### src/rtl/inst_fetch_unit_pkg.sv
// Shared constants for the instruction fetch unit and the control FSM that drives it.
package inst_fetch_unit_pkg;

  // Global machine word size (instructions, addresses, PC, counters)
  localparam int WORD_SIZE_DEF  = 16;
  // Width of the saturating wait-cycle counter
  localparam int WAIT_CNT_W_DEF = 8;

  // Fetch unit states, 2-bit encodings
  typedef enum logic [1:0] {
    IDLE = 2'd0,
    REQ  = 2'd1,
    WAIT = 2'd2,
    DONE = 2'd3
  } fetch_state_e;

  // Control FSM states that sequence the fetch unit (IF entry raises fetch_start)
  typedef enum logic [2:0] {
    CTRL_IF  = 3'd0,
    CTRL_ID  = 3'd1,
    CTRL_EX  = 3'd2,
    CTRL_MEM = 3'd3,
    CTRL_WB  = 3'd4
  } ctrl_state_e;

endpackage

### src/rtl/inst_fetch_unit_if.sv
// Bundle of control, memory and status signals between the fetch unit and its environment.
interface inst_fetch_unit_if
  import inst_fetch_unit_pkg::*;
#(
  parameter int WORD_SIZE  = WORD_SIZE_DEF,
  parameter int WAIT_CNT_W = WAIT_CNT_W_DEF
);

  logic                  fetch_start;
  logic                  flush;
  logic [WORD_SIZE-1:0]  pc_in;
  logic [WORD_SIZE-1:0]  data;
  logic                  inputReady;
  logic                  readM;
  logic [WORD_SIZE-1:0]  address;
  logic [WORD_SIZE-1:0]  inst;
  logic                  inst_valid;
  logic                  busy;
  logic [WORD_SIZE-1:0]  pc_plus1;
  logic [WORD_SIZE-1:0]  num_inst;
  logic [WAIT_CNT_W-1:0] wait_cycles;

  // Environment side: control FSM plus memory
  modport master (
    output fetch_start, flush, pc_in, data, inputReady,
    input  readM, address, inst, inst_valid, busy, pc_plus1, num_inst, wait_cycles
  );

  // Fetch unit side
  modport slave (
    input  fetch_start, flush, pc_in, data, inputReady,
    output readM, address, inst, inst_valid, busy, pc_plus1, num_inst, wait_cycles
  );

endinterface

### src/rtl/inst_fetch_unit_sat_counter.sv
// Saturating up-counter: load restarts the count at one, inc advances it until all ones.
module sat_counter
  import inst_fetch_unit_pkg::*;
#(
  parameter int WIDTH = WAIT_CNT_W_DEF
) (
  input  logic             clk,
  input  logic             reset,
  input  logic             load_i,
  input  logic             inc_i,
  output logic [WIDTH-1:0] count_o
);

  logic [WIDTH-1:0] count_q;
  logic [WIDTH-1:0] count_d;

  // Next count: load wins over increment, increment stops at the maximum value
  always_comb begin
    count_d = count_q;
    if (load_i) begin
      count_d = WIDTH'(1);
    end else if (inc_i && (count_q != '1)) begin
      count_d = count_q + 1'b1;
    end
  end

  // Count register, cleared asynchronously
  always_ff @(posedge clk or posedge reset) begin
    if (reset) begin
      count_q <= '0;
    end else begin
      count_q <= count_d;
    end
  end

  assign count_o = count_q;

endmodule

### src/rtl/inst_fetch_unit.sv
// Instruction fetch unit: latches the PC, requests a memory read, waits for the
// read-complete strobe and loads the instruction register, with flush and statistics.
module inst_fetch_unit
  import inst_fetch_unit_pkg::*;
#(
  parameter int WORD_SIZE  = WORD_SIZE_DEF,
  parameter int WAIT_CNT_W = WAIT_CNT_W_DEF
) (
  input logic              clk,
  input logic              reset,
  inst_fetch_unit_if.slave bus
);

  fetch_state_e          state_q;
  fetch_state_e          state_d;
  logic                  readM_q;
  logic                  instValid_q;
  logic [WORD_SIZE-1:0]  address_q;
  logic [WORD_SIZE-1:0]  pcPlus1_q;
  logic [WORD_SIZE-1:0]  inst_q;
  logic [WORD_SIZE-1:0]  numInst_q;
  logic [WAIT_CNT_W-1:0] waitCount;
  logic                  startAccept;
  logic                  readyAccept;
  logic                  waitInc;

  // Next-state decode; flush beats both a new request and a read completion
  always_comb begin
    state_d     = state_q;
    startAccept = 1'b0;
    readyAccept = 1'b0;
    case (state_q)
      IDLE: begin
        if (bus.fetch_start && !bus.flush) begin
          state_d     = REQ;
          startAccept = 1'b1;
        end
      end
      REQ: begin
        if (bus.flush) begin
          state_d = IDLE;
        end else if (bus.inputReady) begin
          state_d     = DONE;
          readyAccept = 1'b1;
        end else begin
          state_d = WAIT;
        end
      end
      WAIT: begin
        if (bus.flush) begin
          state_d = IDLE;
        end else if (bus.inputReady) begin
          state_d     = DONE;
          readyAccept = 1'b1;
        end
      end
      DONE: begin
        state_d = IDLE;
      end
      default: begin
        state_d = IDLE;
      end
    endcase
  end

  // Every further cycle spent with the read outstanding adds one to the wait count
  assign waitInc = (state_d == WAIT);

  // State and registered read request; readM follows the state being entered
  always_ff @(posedge clk or posedge reset) begin
    if (reset) begin
      state_q     <= IDLE;
      readM_q     <= 1'b0;
      instValid_q <= 1'b0;
    end else begin
      state_q     <= state_d;
      readM_q     <= (state_d == REQ) || (state_d == WAIT);
      instValid_q <= readyAccept;
    end
  end

  // Datapath registers: PC latch on acceptance, IR and fetch count on completion
  always_ff @(posedge clk or posedge reset) begin
    if (reset) begin
      address_q <= '0;
      pcPlus1_q <= WORD_SIZE'(1);
      inst_q    <= '0;
      numInst_q <= '0;
    end else begin
      if (startAccept) begin
        address_q <= bus.pc_in;
        pcPlus1_q <= bus.pc_in + 1'b1;
      end
      if (readyAccept) begin
        inst_q    <= bus.data;
        numInst_q <= numInst_q + 1'b1;
      end
    end
  end

  sat_counter #(
    .WIDTH (WAIT_CNT_W)
  ) u_waitCounter (
    .clk     (clk),
    .reset   (reset),
    .load_i  (startAccept),
    .inc_i   (waitInc),
    .count_o (waitCount)
  );

  assign bus.readM       = readM_q;
  assign bus.address     = address_q;
  assign bus.inst        = inst_q;
  assign bus.inst_valid  = instValid_q;
  assign bus.busy        = (state_q != IDLE);
  assign bus.pc_plus1    = pcPlus1_q;
  assign bus.num_inst    = numInst_q;
  assign bus.wait_cycles = waitCount;

endmodule
### src/flat_wrapper.sv
// flat-port wrapper written by rule: the top's interface ports become plain ports
module inst_fetch_unit_flat import inst_fetch_unit_pkg::*;
#(
  parameter int WORD_SIZE  = WORD_SIZE_DEF,
  parameter int WAIT_CNT_W = WAIT_CNT_W_DEF
)
  (clk, reset, bus_fetch_start, bus_flush, bus_pc_in, bus_data, bus_inputReady, bus_readM, bus_address, bus_inst, bus_inst_valid, bus_busy, bus_pc_plus1, bus_num_inst, bus_wait_cycles);
  inst_fetch_unit_if #(.WORD_SIZE(WORD_SIZE), .WAIT_CNT_W(WAIT_CNT_W)) bus_i ();
  input logic clk;
  input logic reset;
  input wire logic [$bits(bus_i.fetch_start)-1:0] bus_fetch_start;
  input wire logic [$bits(bus_i.flush)-1:0] bus_flush;
  input wire logic [$bits(bus_i.pc_in)-1:0] bus_pc_in;
  input wire logic [$bits(bus_i.data)-1:0] bus_data;
  input wire logic [$bits(bus_i.inputReady)-1:0] bus_inputReady;
  output wire logic [$bits(bus_i.readM)-1:0] bus_readM;
  output wire logic [$bits(bus_i.address)-1:0] bus_address;
  output wire logic [$bits(bus_i.inst)-1:0] bus_inst;
  output wire logic [$bits(bus_i.inst_valid)-1:0] bus_inst_valid;
  output wire logic [$bits(bus_i.busy)-1:0] bus_busy;
  output wire logic [$bits(bus_i.pc_plus1)-1:0] bus_pc_plus1;
  output wire logic [$bits(bus_i.num_inst)-1:0] bus_num_inst;
  output wire logic [$bits(bus_i.wait_cycles)-1:0] bus_wait_cycles;
  assign bus_i.fetch_start = bus_fetch_start;
  assign bus_i.flush = bus_flush;
  assign bus_i.pc_in = bus_pc_in;
  assign bus_i.data = bus_data;
  assign bus_i.inputReady = bus_inputReady;
  assign bus_readM = bus_i.readM;
  assign bus_address = bus_i.address;
  assign bus_inst = bus_i.inst;
  assign bus_inst_valid = bus_i.inst_valid;
  assign bus_busy = bus_i.busy;
  assign bus_pc_plus1 = bus_i.pc_plus1;
  assign bus_num_inst = bus_i.num_inst;
  assign bus_wait_cycles = bus_i.wait_cycles;
  inst_fetch_unit #(.WORD_SIZE(WORD_SIZE), .WAIT_CNT_W(WAIT_CNT_W)) u_core (.clk(clk), .reset(reset), .bus(bus_i));
endmodule
### config.mk
export PLATFORM = sky130hd
export DESIGN_NAME = inst_fetch_unit_flat
export DESIGN_NICKNAME = d
export VERILOG_FILES = /design/src/rtl/inst_fetch_unit_pkg.sv /design/src/rtl/inst_fetch_unit_if.sv /design/src/rtl/inst_fetch_unit_sat_counter.sv /design/src/rtl/inst_fetch_unit.sv /design/src/flat_wrapper.sv
export SDC_FILE = /design/constraint.sdc
export NUM_CORES = 1
export LEC_CHECK = 0
export CAP_MARGIN = 0
export CELL_PAD_IN_SITES_DETAIL_PLACEMENT = 0
export CELL_PAD_IN_SITES_GLOBAL_PLACEMENT = 1
export CORE_MARGIN = 10
export CORE_UTILIZATION = 31
export DETAILED_ROUTE_END_ITERATION = 16
export HOLD_SLACK_MARGIN = 0.03
export PLACE_DENSITY = 0.84
export SYNTH_ARGS = -nofsm -noshare
export SYNTH_HDL_FRONTEND = slang
export SYNTH_SLANG_ARGS = --single-unit
export TNS_END_PERCENT = 100
### constraint.sdc
create_clock -name clk -period 2.3 [get_ports clk]
set_clock_uncertainty 0.1 [all_clocks]
set_input_delay 0.46 -clock clk [delete_from_list [all_inputs] [get_ports clk]]
set_output_delay 0.46 -clock clk [all_outputs]
set_load 0.03 [all_outputs]
# [Yosys cells after proc, flatten, opt, wreduce, memory -nomap -nowiden]
# Cells that the tools add are included.
[totals] word_cells=38 ff_bits=76
[op_classes] n_mux=13 n_eq_ne=6 n_addsub=3 reduce_logical=8
[op_table] op="$add A16 B1 Y16 const B" count=2
[op_table] op="$mux W8" count=2
[op_table] op="$add A8 B1 Y8 const B" count=1
[op_table] op="$mux W2" count=4
[op_table] op="$ne A8 B8 Y1 const B" count=1
[op_table] op="$pmux W2 S4" count=1
[op_table] op="$eq A2 B2 Y1 const B" count=3
[op_table] op="$mux W1" count=6
[op_table] op="$eq A2 B1 Y1 const B" count=2
[op_table] op="$reduce_bool A2 Y1" count=2
[op_table] op="$logic_and A1 B1 Y1" count=2
[op_table] op="$logic_not A2 Y1" count=1
[op_table] op="$reduce_or A2 Y1" count=1
[op_table] op="$logic_not A1 Y1" count=1
[op_table] op="$logic_or A1 B1 Y1" count=1

# [Longest topological paths before layout]
[logic_depth] ltp_word=8 depth_mapped=10 depth_no_buf=10

# [By module]
# Synthesis repeated with hierarchy kept, for this count alone.
[hier_totals] hier_cells=363 area_unflattened_um2=3527.1
[by_module_without_submodules] module="inst_fetch_unit" cells_per_inst=314 area_per_inst_um2=3029.2 n_inst=1 seq_area_each_um2=1702.9
[by_module_without_submodules] module="sat_counter" cells_per_inst=49 area_per_inst_um2=498.0 n_inst=1 seq_area_each_um2=200.2

# [Worst setup path after synthesis]
# No wires, ideal clock.
[synth_path] kind="register to register" start="reg u_core.state_q[1]" end="reg u_core.u_waitCounter.count_q[5] (netlist: u_core.u_waitCounter.count_o[5])" setup_time_ns=0.066 path_buffers=0 slack_ns=0.121 arrival_ns=2.013 path_stages_with_launch=11 required_time_ns=2.134 period_less_slack_ns=2.179 cell_sequence="dfrtp_1 -> inv_1 -> ha_1 -> a21o_1 -> o21ai_0 -> a21oi_1 -> ha_1 -> nand4_1 -> o21bai_1 -> or4_1 -> nand2_1"
[synth_via] elab_chain_len=6 word_cells_on_any_way=13 cone_classes="eq/ne (4); mux (6); reduce/logical (3)"
[synth_lines] item="start: declaration" line="inst_fetch_unit.sv:14" source="fetch_state_e state_q;"
[synth_lines] item="start signal: assignment" line="inst_fetch_unit.sv:76" source="state_q <= state_d;"
[synth_lines] item="$mux W2" line="inst_fetch_unit.sv:52" source="end else if (bus.inputReady) begin"
[synth_lines] item="$mux W2" line="inst_fetch_unit.sv:50" source="if (bus.flush) begin"
[synth_lines] item="$pmux W2 S4 *" line="inst_fetch_unit.sv:32" source="case (state_q)"
[synth_lines] item="net u_core.state_d[1]" line="inst_fetch_unit.sv:15" source="fetch_state_e state_d;"
[synth_lines] item="$eq A2 B2 Y1 *" line="inst_fetch_unit.sv:67" source="assign waitInc = (state_d == WAIT);"
[synth_lines] item="$logic_and A1 B1 Y1 *" line="inst_fetch_unit_sat_counter.sv:22" source="end else if (inc_i && (count_q != '1)) begin"
[synth_lines] item="$reduce_bool A2 Y1 (no source line) *"
[synth_lines] item="end signal: assignment" line="inst_fetch_unit_sat_counter.sv:32" source="count_q <= count_d;"
[synth_lines] item="end: declaration" line="inst_fetch_unit_sat_counter.sv:14" source="logic [WIDTH-1:0] count_q;"
# The timed path passes the listed nets; every way through them passes the cells marked *.
# A chain may end at the register's enable or synchronous reset.

# [Worst setup path after layout]
[layout_path] start="reg u_core.state_q[0]" end="reg u_core.u_waitCounter.count_q[5] (netlist: u_core.u_waitCounter.count_o[5])"
[layout_via] elab_chain_len=6 word_cells_on_any_way=13 cone_classes="eq/ne (4); mux (6); reduce/logical (3)"
[layout_lines] item="$mux W2" line="inst_fetch_unit.sv:52"
[layout_lines] item="$mux W2" line="inst_fetch_unit.sv:50"
[layout_lines] item="$pmux W2 S4" line="inst_fetch_unit.sv:32"
[layout_lines] item="$eq A2 B2 Y1" line="inst_fetch_unit.sv:67"
[layout_lines] item="$logic_and A1 B1 Y1" line="inst_fetch_unit_sat_counter.sv:22"
[layout_lines] item="$reduce_bool A2 Y1 (no source line)"
# Parallel ways exist; a longest one is shown, timed or not.

==> results.txt <==
The run finished with clean final reports. TritonCTS built the clock tree. The number of cells in the finished layout apart from fillers came out at 635.

The number of levels the H-tree was split into came out at 3. The overall die width is 125 um. The number of vias per cell after detailed routing is 4.59. Dividing the detail-routed wire length by the instance count gives 14.8 um. The areal power density over the cells is 1260 nW/um2. The number of instances in the synthesized netlist came out at 356.

The number of max-slew violations in the final report is 0. The area growth from synthesis to layout is 49.5%. The initial standard-cell utilization of the core is 31.6%. The share of synthesized area occupied by flip-flops and latches came out at 55.5%. The shortest period the worst path allows came out at 2280 ps.

The number of clock sinks came out at 76. The routed layout has 2914 vias. The floorplan die area is 15700 um2. The finished cells cover 5130 um2. The via count of the first global-routing pass is 3115. In this run the static leakage power is 2.34 nW.

The insertion delay of the later-clocked pin in the worst-skew pair came out at 340 ps. Synthesis inferred 76 register bits. The detailed-routing iteration count for the pre-antenna-repair pass is 4. The first-pass GRT wire length is 15.9 mm. The share of the cycle needed by the critical path after routing came out at 99.3%.

The number of nets in the synthesized netlist is 401. Along the worst path, the maximum fanout reaches 3. The number of top-level pins came out at 112. The largest net degree at the start of global routing came out at 77.

Port buffering added 111 buffers. 0 antenna diodes ended up in the layout. The number of warnings reported in the yosys synthesis log came out at 0.

The critical path start-end classification is reg -> reg. The count of unique library cells instantiated by Yosys came out at 36. The net count of the finished layout came out at 535. Setup repair after global routing could not meet its margin everywhere. In the layout the commonest cells are nand2_1 (126), clkdlybuf4s50_1 (109), dfrtp_1 (74). The count of filler cells inserted in the layout is 1066.

In the routed design, unresolved DRC markers number 0. dfrtp_1 takes more of the synthesized area than any other cell. On the worst path, the slowest cell contributes a delay of 400 ps.

The total instance count after detailed placement came out at 616. The clock edge transition at the registers on the reported setup and hold paths came out at 90 ps. The endpoint arrival time on the critical path is 2470 ps.

The worst path required time came out at 2480 ps. The placed wire-length estimate after detailed placement is 7.14 mm. The max-cap violation count came out at 0. The die height came out at 125 um. The core region is 10800 um2. The initial antenna violation count came to 0. The kind of launch point of the worst setup path is a register.

The top-area cell type share of the netlist area is 54.7%. The worst-case vdd ir drop came out at 0.735 mV. The layout cell share with drive strength beyond 1 is 11.7%. The cell with the biggest individual delay on the critical path is or4_1. Counting along the longest clock path gives a buffer depth of 2.

The average size of a mapped cell is 9.63 um2. The setup-violating endpoint count in the final report is 0. The number of buffers created by CTS came out at 9. The floorplan has 38 rows. The number of hold violations in the final report came to 0. The tree is rooted in a clkbuf_8.

After synthesis, the cell types taking the most area are dfrtp_1 (55%), nand2_1 (14%), xnor2_1 (5.1%). The violation count after the first detailed-routing iteration came out at 183. The worst hold slack across all endpoints came out at 380 ps. Hold repair after CTS inserted 0 buffers. The area of the mapped netlist came out at 3430 um2. The signal on the critical path passes through buf_4 -> ha_1 -> o21ai_1 -> and3_1 -> ha_2 -> nand4_1 -> o21bai_1 -> or4_1 -> nand2_1. Leaving out fill and tap cells, the most frequent cell in the layout is nand2_1. The achievable clock frequency is 438 MHz. The total overflow left after global routing is 0. The slew at the pin closest to its max-slew limit came out at 413 ps. Summing all placed instances gives a cell area of 4840 um2.

For this run, the total global-route usage over all layers was measured as 12.0%. The worst hold path belongs to the class reg -> reg. The routability congestion estimate from global placement came out at 0.751. The total wirelength of the detailed-routed design came out at 9.39 mm. The worst max-slew margin expressed relative to the limit is 72.5%. The worst setup path is captured at a register.

The number of nets with antenna violations after detailed routing came out at 0.
## sequential cells by signal, indices dropped and copies added, names as in the netlist
register and cells:
u_core.bus.address 16, u_core.bus.inst 16, u_core.bus.num_inst 16, u_core.bus.pc_plus1 16, u_core.u_waitCounter.count_o 8, u_core.state_q 2, u_core.bus.inst_valid 1, u_core.bus.readM 1
## synthesized netlist by cell type (all sizes together)
library cell  number
a21oi              2
xnor2             20
nand4             12
o211ai             2
and2               1
a21o               2
nor3b              3
nand2            127
or2                1
o311a              1
nor3               4
inv               11
xor2              12
and4               2
nand3b             1
clkbuf             5
or4                1
dfrtp             75
and4b              1
nand3             14
o21ai             22
o21a               2
buf                5
o21bai             1
and3               7
dfstp              1
nor4               5
ha                 8
nor2               7
nor2b              1
## worst paths after layout
check                                        start                              end  slack (ps)  depth (start not counted)
worst max-delay path             u_core.state_q[0]  u_core.u_waitCounter.count_o[5]          20                          9
worst min-delay path            u_core.bus.inst[5]               u_core.bus.inst[5]         380                          2
worst max register to register   u_core.state_q[0]  u_core.u_waitCounter.count_o[5]          20                          9
worst min register to register  u_core.bus.inst[5]               u_core.bus.inst[5]         380                          2
max in group asynchronous                    reset                u_core.state_q[1]        1250                          3
min in group asynchronous                    reset            u_core.bus.address[6]         490                          3
## metal layers
metal  global-route usage [%]  part of all wire (%)
met5                        0                     0
met4                     3.66                  0.61
met3                     4.77                   8.5
met2                     19.6                    48
met1                     14.2                    43
## metrics by stage
step / setup TNS (ps) / power (W) / util (%) / setup slack (ps)
global route: -115 / 0.00691 / 47.3 / -115
detailed placement: -1470 / 0.00534 / 44.7 / -411
floorplan: 0 / 0.00388 / - / 121
global placement: -781 / 0.00525 / 44.7 / -318
finish: 0 / 0.00647 / 47.3 / 15.9
CTS: -2.70 / 0.00653 / 46.8 / -2.70
## worst max-delay path: cells and delay by family, from the launching register on
| family | cells | cell delay (ps) |
|---|---|---|
| AOI/OAI and AO/OA | 2 | 400 |
| adders and majority gates | 2 | 380 |
| buffers and inverters | 1 | 140 |
| DFF | 1 | 390 |
| and+or+nand+nor | 4 | 810 |
## cells by family (layout without fill, tap and decap cells)
family                   Yosys count  after routing  share of synthesized area, %
AO/OA/AOI/OAI                     32             32                          5.55
XOR/XNOR                          32             32                          8.18
adder cells (fa/ha/maj)            8              8                          2.92
buffers and inverters             21            160                          2.48
flip-flops                        76             76                          55.5
AND/OR/NAND/NOR                  187            187                          25.4
## timing repair
item,CTS,global route
pin swaps,2,2
setup endpoints to repair,2,2
resized for setup,6,6
setup buffers,0,3
hold endpoints to repair,0,0
## area by class of cell
type | instances | area, um2 | area share [%]
clock buffers | 12 | 155 | 3.03
clock inverters | 4 | 72.6 | 1.42
inverters | 11 | 45.0 | 0.879
multi-input cells | 259 | 1480 | 28.8
flip-flops and latches | 76 | 1900 | 37.1
well taps | 140 | 175 | 3.42
repair buffers | 133 | 1300 | 25.3
## power by group
group	total, W	leakage (nW)	internal (W)	switching (W)
clock network	0.00116	0.113	0.000670	0.000489
registers	0.00219	0.966	0.00184	0.000343
logic	0.00313	1.26	0.00129	0.00184
total	0.00647	2.34	0.00381	0.00267
Power figures use the tool's default switching activity.
